File: config.mk
export PLATFORM = sky130hd
export DESIGN_NAME = spi_slave_fifos
export DESIGN_NICKNAME = d
export VERILOG_FILES = /design/src/rtl/spi_slave_fifos.sv
export SDC_FILE = /design/constraint.sdc
export NUM_CORES = 1
export LEC_CHECK = 0
export CAP_MARGIN = 10
export CORE_MARGIN = 2
export CORE_UTILIZATION = 50
export CTS_CLUSTER_DIAMETER = 50
export DETAILED_ROUTE_END_ITERATION = 8
export PLACE_DENSITY = 0.67
export SLEW_MARGIN = 15
export SYNTH_ARGS = -nofsm -noshare
export SYNTH_HDL_FRONTEND = slang
export SYNTH_SLANG_ARGS = --single-unit
export TNS_END_PERCENT = 5
File: constraint.sdc
create_clock -name clk -period 3.65 [get_ports clk]
set_input_delay 0.5475 -clock clk [delete_from_list [all_inputs] [get_ports clk]]
set_output_delay 0.5475 -clock clk [all_outputs]
set_load 0.005 [all_outputs]
File: src/rtl/spi_slave_fifos.sv
// SPI slave (modes 0-3, selectable bit order) with first-word-fall-through TX/RX byte FIFOs.
// Define SPI_SLAVE_ERR_FLAGS_EN to enable the sticky rx_overflow/tx_underrun flags and err_clr.
module spi_slave_fifos #(
    parameter int FIFO_DEPTH  = 16,
    parameter int SYNC_STAGES = 2
) (
    input  logic       clk,
    input  logic       nrst,
    input  logic       sclk,
    input  logic       cs_n,
    input  logic       mosi,
    output logic       miso,
    output logic       miso_oe,
    input  logic       cpol,
    input  logic       cpha,
    input  logic       msb_first,
    input  logic [7:0] tx_wdata,
    input  logic       tx_wvalid,
    output logic       tx_wready,
    output logic [7:0] rx_rdata,
    output logic       rx_rvalid,
    input  logic       rx_rready,
    output logic       busy,
    output logic       byte_done,
    output logic       rx_overflow,
    output logic       tx_underrun,
    input  logic       err_clr
);
    localparam int AW = $clog2(FIFO_DEPTH);
    localparam logic [AW:0]   DEPTH_C = (AW+1)'(FIFO_DEPTH);
    localparam logic [AW:0]   CNT_ONE = (AW+1)'(1);
    localparam logic [AW-1:0] PTR_ONE = (AW)'(1);
    localparam logic [0:0]    ST_IDLE   = 1'b0;
    localparam logic [0:0]    ST_ACTIVE = 1'b1;

    logic [SYNC_STAGES-1:0] sclk_sync_q, sclk_sync_d;
    logic [SYNC_STAGES-1:0] cs_sync_q, cs_sync_d;
    logic [SYNC_STAGES-1:0] mosi_sync_q, mosi_sync_d;
    logic [SYNC_STAGES-1:0] fill_q, fill_d;
    logic                   sclk_prev_q, sclk_prev_d;
    logic                   cs_prev_q, cs_prev_d;
    logic                   armed_q, armed_d;
    logic [0:0]             state_q, state_d;
    logic                   mode_cpol_q, mode_cpol_d;
    logic                   mode_cpha_q, mode_cpha_d;
    logic                   mode_msb_q, mode_msb_d;
    logic [2:0]             bit_cnt_q, bit_cnt_d;
    logic [7:0]             tx_shift_q, tx_shift_d;
    logic [7:0]             rx_shift_q, rx_shift_d;
    logic                   byte_done_q, byte_done_d;
    logic [7:0]             tx_mem_q [FIFO_DEPTH];
    logic [7:0]             tx_mem_d [FIFO_DEPTH];
    logic [7:0]             rx_mem_q [FIFO_DEPTH];
    logic [7:0]             rx_mem_d [FIFO_DEPTH];
    logic [AW-1:0]          tx_wr_q, tx_wr_d, tx_rd_q, tx_rd_d;
    logic [AW-1:0]          rx_wr_q, rx_wr_d, rx_rd_q, rx_rd_d;
    logic [AW:0]            tx_cnt_q, tx_cnt_d, rx_cnt_q, rx_cnt_d;

    logic sclk_s, cs_s, mosi_s;
    logic sclk_rise, sclk_fall, cs_fall, cs_rise;
    logic lead_edge, trail_edge, sample_edge, shift_edge;
    logic active;
    logic tx_load, tx_push, tx_pop, rx_push, rx_pop;
    logic underrun_set, overflow_set;

    assign sclk_s    = sclk_sync_q[SYNC_STAGES-1];
    assign cs_s      = cs_sync_q[SYNC_STAGES-1];
    assign mosi_s    = mosi_sync_q[SYNC_STAGES-1];
    assign sclk_rise = sclk_s & ~sclk_prev_q;
    assign sclk_fall = ~sclk_s & sclk_prev_q;
    // armed_q blocks a false frame start when cs_n is still low as the preset synchronizer drains after reset
    assign cs_fall   = armed_q & cs_prev_q & ~cs_s;
    assign cs_rise   = ~cs_prev_q & cs_s;
    assign active    = (state_q == ST_ACTIVE);

    assign lead_edge   = mode_cpol_q ? sclk_fall : sclk_rise;
    assign trail_edge  = mode_cpol_q ? sclk_rise : sclk_fall;
    assign sample_edge = active & ~cs_rise & (mode_cpha_q ? trail_edge : lead_edge);
    assign shift_edge  = active & ~cs_rise & (mode_cpha_q ? lead_edge : trail_edge);

    assign tx_load      = ((state_q == ST_IDLE) & cs_fall & ~cpha) | (shift_edge & (bit_cnt_q == 3'd0));
    assign tx_pop       = tx_load & (tx_cnt_q != '0);
    assign underrun_set = tx_load & (tx_cnt_q == '0);
    assign tx_push      = tx_wvalid & tx_wready;
    assign rx_pop       = rx_rready & rx_rvalid;
    assign rx_push      = byte_done_q & ((rx_cnt_q != DEPTH_C) | rx_pop);
    assign overflow_set = byte_done_q & ~rx_push;

    assign tx_wready = (tx_cnt_q < DEPTH_C);
    assign rx_rvalid = (rx_cnt_q != '0);
    assign rx_rdata  = rx_rvalid ? rx_mem_q[rx_rd_q] : 8'h00;
    assign miso      = active & (mode_msb_q ? tx_shift_q[7] : tx_shift_q[0]);
    assign miso_oe   = active;
    assign busy      = active;
    assign byte_done = byte_done_q;

    always_comb begin
        sclk_sync_d[0] = sclk;
        cs_sync_d[0]   = cs_n;
        mosi_sync_d[0] = mosi;
        fill_d[0]      = 1'b1;
        for (int i = 1; i < SYNC_STAGES; i++) begin
            sclk_sync_d[i] = sclk_sync_q[i-1];
            cs_sync_d[i]   = cs_sync_q[i-1];
            mosi_sync_d[i] = mosi_sync_q[i-1];
            fill_d[i]      = fill_q[i-1];
        end
        sclk_prev_d = sclk_s;
        cs_prev_d   = cs_s;
        armed_d     = armed_q | (fill_q[SYNC_STAGES-1] & cs_s);
        state_d     = state_q;
        mode_cpol_d = mode_cpol_q;
        mode_cpha_d = mode_cpha_q;
        mode_msb_d  = mode_msb_q;
        bit_cnt_d   = bit_cnt_q;
        tx_shift_d  = tx_shift_q;
        rx_shift_d  = rx_shift_q;
        byte_done_d = sample_edge & (bit_cnt_q == 3'd7);

        if (state_q == ST_IDLE) begin
            if (cs_fall) begin
                state_d     = ST_ACTIVE;
                mode_cpol_d = cpol;
                mode_cpha_d = cpha;
                mode_msb_d  = msb_first;
                bit_cnt_d   = 3'd0;
            end
        end else if (cs_rise) begin
            state_d = ST_IDLE;
        end

        if (sample_edge) begin
            rx_shift_d = mode_msb_q ? {rx_shift_q[6:0], mosi_s} : {mosi_s, rx_shift_q[7:1]};
            bit_cnt_d  = bit_cnt_q + 3'd1;
        end

        if (tx_load) begin
            tx_shift_d = tx_pop ? tx_mem_q[tx_rd_q] : 8'h00;
        end else if (shift_edge) begin
            tx_shift_d = mode_msb_q ? {tx_shift_q[6:0], 1'b0} : {1'b0, tx_shift_q[7:1]};
        end
    end

    always_comb begin
        tx_mem_d = tx_mem_q;
        rx_mem_d = rx_mem_q;
        if (tx_push) tx_mem_d[tx_wr_q] = tx_wdata;
        if (rx_push) rx_mem_d[rx_wr_q] = rx_shift_q;
        tx_wr_d = tx_push ? tx_wr_q + PTR_ONE : tx_wr_q;
        tx_rd_d = tx_pop  ? tx_rd_q + PTR_ONE : tx_rd_q;
        rx_wr_d = rx_push ? rx_wr_q + PTR_ONE : rx_wr_q;
        rx_rd_d = rx_pop  ? rx_rd_q + PTR_ONE : rx_rd_q;
        case ({tx_push, tx_pop})
            2'b10:   tx_cnt_d = tx_cnt_q + CNT_ONE;
            2'b01:   tx_cnt_d = tx_cnt_q - CNT_ONE;
            default: tx_cnt_d = tx_cnt_q;
        endcase
        case ({rx_push, rx_pop})
            2'b10:   rx_cnt_d = rx_cnt_q + CNT_ONE;
            2'b01:   rx_cnt_d = rx_cnt_q - CNT_ONE;
            default: rx_cnt_d = rx_cnt_q;
        endcase
    end

    always_ff @(posedge clk or negedge nrst) begin
        if (!nrst) begin
            sclk_sync_q <= '0;
            cs_sync_q   <= '1;
            mosi_sync_q <= '0;
            fill_q      <= '0;
            sclk_prev_q <= 1'b0;
            cs_prev_q   <= 1'b1;
            armed_q     <= 1'b0;
            state_q     <= ST_IDLE;
            mode_cpol_q <= 1'b0;
            mode_cpha_q <= 1'b0;
            mode_msb_q  <= 1'b1;
            bit_cnt_q   <= 3'd0;
            tx_shift_q  <= 8'h00;
            rx_shift_q  <= 8'h00;
            byte_done_q <= 1'b0;
            tx_wr_q     <= '0;
            tx_rd_q     <= '0;
            rx_wr_q     <= '0;
            rx_rd_q     <= '0;
            tx_cnt_q    <= '0;
            rx_cnt_q    <= '0;
        end else begin
            sclk_sync_q <= sclk_sync_d;
            cs_sync_q   <= cs_sync_d;
            mosi_sync_q <= mosi_sync_d;
            fill_q      <= fill_d;
            sclk_prev_q <= sclk_prev_d;
            cs_prev_q   <= cs_prev_d;
            armed_q     <= armed_d;
            state_q     <= state_d;
            mode_cpol_q <= mode_cpol_d;
            mode_cpha_q <= mode_cpha_d;
            mode_msb_q  <= mode_msb_d;
            bit_cnt_q   <= bit_cnt_d;
            tx_shift_q  <= tx_shift_d;
            rx_shift_q  <= rx_shift_d;
            byte_done_q <= byte_done_d;
            tx_wr_q     <= tx_wr_d;
            tx_rd_q     <= tx_rd_d;
            rx_wr_q     <= rx_wr_d;
            rx_rd_q     <= rx_rd_d;
            tx_cnt_q    <= tx_cnt_d;
            rx_cnt_q    <= rx_cnt_d;
        end
    end

    // Storage arrays carry no reset; validity is tracked by the counts alone.
    always_ff @(posedge clk) begin
        tx_mem_q <= tx_mem_d;
        rx_mem_q <= rx_mem_d;
    end

`ifdef SPI_SLAVE_ERR_FLAGS_EN
    logic rx_overflow_q, rx_overflow_d;
    logic tx_underrun_q, tx_underrun_d;

    always_comb begin
        rx_overflow_d = (rx_overflow_q & ~err_clr) | overflow_set;
        tx_underrun_d = (tx_underrun_q & ~err_clr) | underrun_set;
    end

    always_ff @(posedge clk or negedge nrst) begin
        if (!nrst) begin
            rx_overflow_q <= 1'b0;
            tx_underrun_q <= 1'b0;
        end else begin
            rx_overflow_q <= rx_overflow_d;
            tx_underrun_q <= tx_underrun_d;
        end
    end

    assign rx_overflow = rx_overflow_q;
    assign tx_underrun = tx_underrun_q;
`else
    logic unused_err;
    assign unused_err  = err_clr ^ overflow_set ^ underrun_set;
    assign rx_overflow = 1'b0;
    assign tx_underrun = 1'b0;
`endif

endmodule

==> flow_metrics.py, run 1 <==
metrics = {
    "global_routing": {
        "grt_pass1_wl_um": 38700,
        "grt_max_degree": 36,
        "antenna_found_initial": 0,
        "grtUsageMet3": 0.0335,
        "grtUsageTotal": 0.192,
        "met2_usage": 0.330,
        "grt_overflow": 0,
        "top_usage_layer": "met2",
        "first_global_vias": 6741,
        "gr-usage-met1": 0.248,
    },
    "final_layout": {
        "nNetsFinal": 799,
        "diodes": 0,
        "syn_to_final_growth_pct": 13.9,
        "finish.utilization": 0.575,
        "mostFrequentLayoutCells": "edfxtp_1 (256), mux4_2 (56), dfrtp_1 (54)",
        "final_common_cell": "edfxtp_1",
        "drive_above_1_share": 0.180,
    },
    "power": {
        "p_per_area_nw_per_um2": 763,
        "pwr-share-clk": 0.304,
        "combPwrFrac": 0.250,
        "internal_power_mw": 8.08,
        "seqPwrFrac": 0.446,
        "p_leak_nw": 5.13,
        "irDropWorstVdd_mv": 0.470,
        "switching_share": 0.287,
        "switchingPower_mw": 3.25,
    },
    "drt": {
        "drt_iter0_drc": 477,
        "routedWlPerCell_um": 22.1,
        "vias": 6317,
        "route.detailed.drc": 0,
        "drtPass1Iterations": 4,
        "viasPerCell": 5.66,
        "drt_wl_total_um": 24700,
        "postRouteAntennaNets": 0,
    },
    "worst_setup_path": {
        "endpoint_kind": "output pin",
        "critPathRequiredTime_ns": 3.10,
        "crit_path_max_fanout": 13,
        "start_kind": "flip-flop",
        "worstPathArrival_ns": 2.90,
        "crit_type": "flip-flop to output pin",
    },
    "timing": {
        "finClkSkew_ns": 0.0141,
        "setup_viol": 0,
        "setup_ws_ns": 0.200,
        "worst_pin_slew_ns": 0.912,
        "rsz0062_at_grt": "no",
        "finalMaxSlewViolations": 0,
        "fin_setup_tns_ns": 0,
        "fin_crit_ns": 3.45,
        "layout_worst_path_cycle_share": 0.945,
        "fin_hold_ws_ns": 0.0910,
        "fmax_ghz": 0.290,
        "hold_violations": 0,
        "max_slew_margin": 0.390,
    },
    "floorplanning": {
        "die-width_um": 165,
        "core_area_um2": 25800,
        "rows": 59,
        "die_area_um2": 27400,
        "floorplan.io_pins": 35,
        "fp.dieH_um": 165,
        "initial_utilization": 0.505,
    },
    "placed_design": {
        "io_buffers": 31,
        "pre_cts_slack_ns": 0.513,
        "hpwl_um": 15600,
        "globalplace.congestion": 0.741,
    },
    "clocking": {
        "clkLatencyLatePin_ns": 0.51,
        "cts_buffers": 35,
        "cts.clk_slew.worst_paths_ns": 0.06,
        "cts_buffer_depth": 3,
        "clock-sinks": 317,
        "tritoncts": "built",
        "cts-root-buf": "clkbuf_16",
        "holdBufCountCts": 0,
        "cts_max_level": 2,
    },
    "synthesis": {
        "synth_area_um2": 13000,
        "ys_ff_latch": 317,
        "synth_flop_cell": "edfxtp_1",
        "avgSynthCellArea_um2": 18.4,
        "asyncSetResetFlopFracSynth": 0.192,
        "syn_inst": 708,
        "netlist-cell-type-count": 47,
        "synth_edf_count": 256,
        "ys_seq_area_frac": 0.707,
        "yosys_warnings": 0,
    },
    "status": {
        "status": "completed",
    },
    "min_path": {
        "hold_path_class": "primary input to async pin",
    },
    "flow_run": {
        "cap_violations": 0,
    },
}
==> registers in the layout, indices dropped and copies added, names as in the netlist, 2 cells and up <==
name,count
rx_cnt_q,5
tx_shift_q,8
rx_rd_q,4
tx_rd_q,4
bit_cnt_q,3
sclk_sync_q,2
tx_cnt_q,5
tx_wr_q,4
rx_wr_q,4
mosi_sync_q,2
tx_mem_q,128
cs_sync_q,2
fill_q,2
rx_shift_q,8
rx_mem_q,128
==> worst max-delay path: stages (launching register included) <==
cell and delay, ns:
dfrtp_4 0.52, buf_12 0.19, mux4_1 0.58, mux4_2 0.49, nor2b_1 0.16, clkdlybuf4s50_1 0.46
==> stage by stage <==
stage                     total power [mW]  cells  area, µm²
final                                 11.3   1117      14800
after global routing                  11.9   1117      14800
after CTS                             11.4   1111      14800
after detailed placement              7.95   1050      13700
after global placement                7.79   1050      13700
after floorplan                       6.96    709      13000
==> routing by layer <==
metal  vias to the layer above  routed length, µm
li1                       2865                  -
met1                      3249              10300
met2                       146              12600
met3                        57               1070
met4                         0                676
met5                         -                  0
==> path summary, 6_finish.rpt <==
path                                      from             end  slack [ns]  cells past startpoint
min in group clk                sclk_sync_q[0]  sclk_sync_q[1]        0.35                      0
worst max register to register     rx_cnt_q[1]     rx_cnt_q[4]        0.55                     11
worst min-delay path                      nrst     rx_cnt_q[1]        0.09                      1
max in group asynchronous                 nrst    cs_sync_q[0]        2.66                      2
worst max-delay path                rx_rd_q[0]     rx_rdata[3]        0.20                      5
worst min register to register  sclk_sync_q[0]  sclk_sync_q[1]        0.35                      0
==> Yosys cell counts, drive strengths merged (16+ instances only) <==
library cell / instances / area (µm²)
dfrtp: 57 / 1430
mux4: 72 / 1680
inv: 18 / 67.6
mux2i: 26 / 260
buf: 23 / 174
nor2b: 18 / 120
clkbuf: 16 / 63.8
nor2: 37 / 149
a22oi: 17 / 128
and2: 18 / 113
nand2: 29 / 109
ha: 21 / 263
edfxtp: 256 / 7690
==> power by group through the flow <==
| stage | sequential (mW) | clock (mW) | combinational [mW] |
|---|---|---|---|
| global placement | 5.09 | 0 | 2.70 |
| floorplan | 4.70 | 0 | 2.26 |
| finish | 5.05 | 3.45 | 2.83 |
| global route | 5.14 | 3.65 | 3.09 |
| detailed placement | 5.15 | 0 | 2.80 |
| CTS | 5.08 | 3.51 | 2.81 |
==> layout make-up <==
type | instances | area (µm²)
multi-input combinational | 335 | 3520
tap | 335 | 419
clock inverter | 14 | 149
fill | 1913 | 11000
sequential | 317 | 9230
inverter | 18 | 67.6
timing repair buffer | 51 | 493
clock buffer | 47 | 973
==> timing repair <==
action | in CTS | in global routing
resized for setup | 1 | 0
buffers inserted | 0 | 6
endpoints found under the setup margin | 1 | 1
==> logic make-up (layout without fill, tap and decap cells) <==
family | count (synthesis) | after routing | share of synthesized area
simple gates | 126 | 126 | 0.0490
other cells | 2 | 3 | 0.000576
compound gates | 58 | 58 | 0.0296
fa+ha+maj | 22 | 22 | 0.0217
xor+xnor | 23 | 23 | 0.0154
buf+inv | 57 | 130 | 0.0234
flops | 317 | 317 | 0.707
mux | 103 | 103 | 0.153
(Power assumes the default switching activity.)
==> run 2, diff against run 1 <==
Settings changed: CORE_UTILIZATION 50 to 60, PLACE_DENSITY 0.67 to 0.78.
==> run 2 against run 1 <==
Die area is 16% lower; critical path type unchanged; maximum frequency is 1.9% lower; largest cell class unchanged; critical path depth unchanged; count of clock-buffer cells in the layout is 13 lower; flip-flop and latch count unchanged; largest power group unchanged; worst hold slack got worse by 0.054 ns; utilization increased by 12 points; highest routed layer unchanged; power decreased by 0.49%; sequential power fell by 2%.
==> flow_metrics.py, run 2 (synthesis results as in run 1) <==
metrics = {
    "power": {
        "power_mw": 11.3,
        "p_leak_nw": 5.12,
        "irDropWorstVdd_mv": 0.540,
        "p_per_area_nw_per_um2": 765,
    },
    "clocking": {
        "cts-root-buf": "clkbuf_16",
        "cts_buffers": 31,
        "cts.clk_slew.worst_paths_ns": 0.06,
        "clkLatencyLatePin_ns": 0.55,
        "cts_buffer_depth": 3,
        "cts_max_level": 1,
        "tritoncts": "built",
        "holdBufCountCts": 0,
        "postCtsResizedCells": 0,
        "clock-sinks": 317,
        "postCtsSetupRepairBufs": 0,
    },
    "final_layout": {
        "reg_top3": "rx_mem_q x128, tx_mem_q x128",
        "drive_above_1_share": 0.182,
        "mostFrequentLayoutCells": "edfxtp_1 (256), mux4_2 (56), dfrtp_1 (55)",
        "nNetsFinal": 790,
        "final_common_cell": "edfxtp_1",
        "syn_to_final_growth_pct": 13.0,
        "fill_cells": 1275,
        "ff_latch_area_um2": 9220,
        "diodes": 0,
        "multi_input_area_um2": 3520,
    },
    "timing": {
        "layout_worst_path_cycle_share": 0.963,
        "finalMaxSlewViolations": 0,
        "rsz0062_at_grt": "no",
        "max_slew_margin": 0.399,
        "fin_crit_ns": 3.52,
        "setup_viol": 0,
        "worst_pin_slew_ns": 0.899,
        "fmax_ghz": 0.284,
        "hold_violations": 0,
        "finClkSkew_ns": 0.0142,
        "fin_setup_tns_ns": 0,
    },
    "worst_setup_path": {
        "reg2reg_depth": 11,
        "reg2reg_to": "rx_cnt_q[4]",
        "reg2reg_slack_ns": 0.49,
        "critPathRequiredTime_ns": 3.10,
        "crit_type": "flip-flop to output pin",
        "reg2reg_from": "rx_cnt_q[1]",
        "crit_path_max_fanout": 35,
        "worstPathArrival_ns": 2.97,
        "endpoint_kind": "output pin",
        "start_kind": "flip-flop",
    },
    "drt": {
        "viasPerCell": 6.09,
        "routedWlPerCell_um": 23.0,
        "postRouteAntennaNets": 0,
        "drt_wl_total_um": 24100,
        "route.detailed.drc": 0,
        "vias": 6385,
        "drt_iter0_drc": 529,
        "drtPass1Iterations": 4,
    },
    "status": {
        "status": "completed",
    },
    "floorplanning": {
        "die-width_um": 151,
        "initial_utilization": 0.616,
        "die_area_um2": 22900,
        "floorplan.io_pins": 35,
        "core_area_um2": 21200,
        "fp.dieH_um": 151,
        "rows": 53,
    },
    "global_routing": {
        "grt_overflow": 0,
        "grtUsageTotal": 0.222,
        "first_global_vias": 6755,
        "grt_pass1_wl_um": 37800,
        "antenna_found_initial": 0,
        "grt_max_degree": 36,
    },
    "min_path": {
        "hold_path_class": "primary input to async pin",
    },
    "placed_design": {
        "globalplace.congestion": 0.742,
        "io_buffers": 31,
        "hpwl_um": 15300,
    },
    "flow_run": {
        "cap_violations": 0,
    },
}
-- run 2: changes by cell type in the layout (fill, tap and decap cells not counted), sizes merged --
| cell | delta |
|---|---|
| clkinv | +3 |
| inv | +1 |
| clkbuf | -13 |
| bufinv | +5 |
| clkinvlp | +1 |
| buf | -5 |
-- run 2: worst max-delay path by stage --
stage | cells past startpoint | to | from
after floorplan | 14 | tx_cnt_q[4] | mode_cpol_q
after global placement | 11 | rx_cnt_q[4] | rx_rready
after detailed placement | 11 | rx_cnt_q[4] | rx_rready
after CTS | 5 | rx_rdata[5] | rx_rd_q[0]
after global routing | 5 | rx_rdata[6] | rx_rd_q[0]
final | 5 | rx_rdata[6] | rx_rd_q[0]
-- run 2: cell type report --
type / instances / share of cell area
Multi-Input combinational cell: 335 / 0.239
Clock inverter: 24 / 0.0225
Timing Repair Buffer: 46 / 0.0301
Sequential cell: 317 / 0.626
Inverter: 18 / 0.00459
Tap cell: 275 / 0.0234
Clock buffer: 34 / 0.0548
-- run 2: critical path: stages, from the launching register on --
cell	delay (ns)
dfrtp_2	0.37
buf_12	0.25
mux4_1	0.69
mux4_2	0.48
nor2b_1	0.14
clkdlybuf4s50_1	0.45
-- run 2: per-layer routing --
metal,global-route usage,vias to the layer above,wire (µm)
met2,0.400,163,13000
met5,0,-,0
li1,-,2840,-
met3,0.0280,33,800
met1,0.293,3349,9880
met4,0.0491,0,429
-- run 2: through the flow --
step | hold WS (ns) | std cells | cell area, µm² | worst slack (ns) | utilization
2_1_floorplan | 0.252 | 709 | 13000 | 0.829 | -
3_3_place_gp | 0.336 | 991 | 13600 | 0.652 | 0.643
3_5_place_dp | 0.347 | 991 | 13600 | 0.462 | 0.643
4_1_cts | 0.0413 | 1049 | 14700 | 0.105 | 0.697
5_1_grt | 0.0896 | 1049 | 14700 | 0.0268 | 0.697
6_report | 0.0371 | 1049 | 14700 | 0.134 | 0.697
-- run 2: where the power goes --
group | leakage (nW) | internal [mW] | switching (mW)
Clock | 0.556 | 2.16 | 1.32
Sequential | 2.99 | 4.40 | 0.559
Combinational | 1.57 | 1.53 | 1.30
Total | 5.12 | 8.09 | 3.18
==> run 3, diff against run 2 <==
Settings changed: CAP_MARGIN 10 to 30.
==> results of run 3 <==
The final DEF is identical to that of run 2; final timing and power are the same.
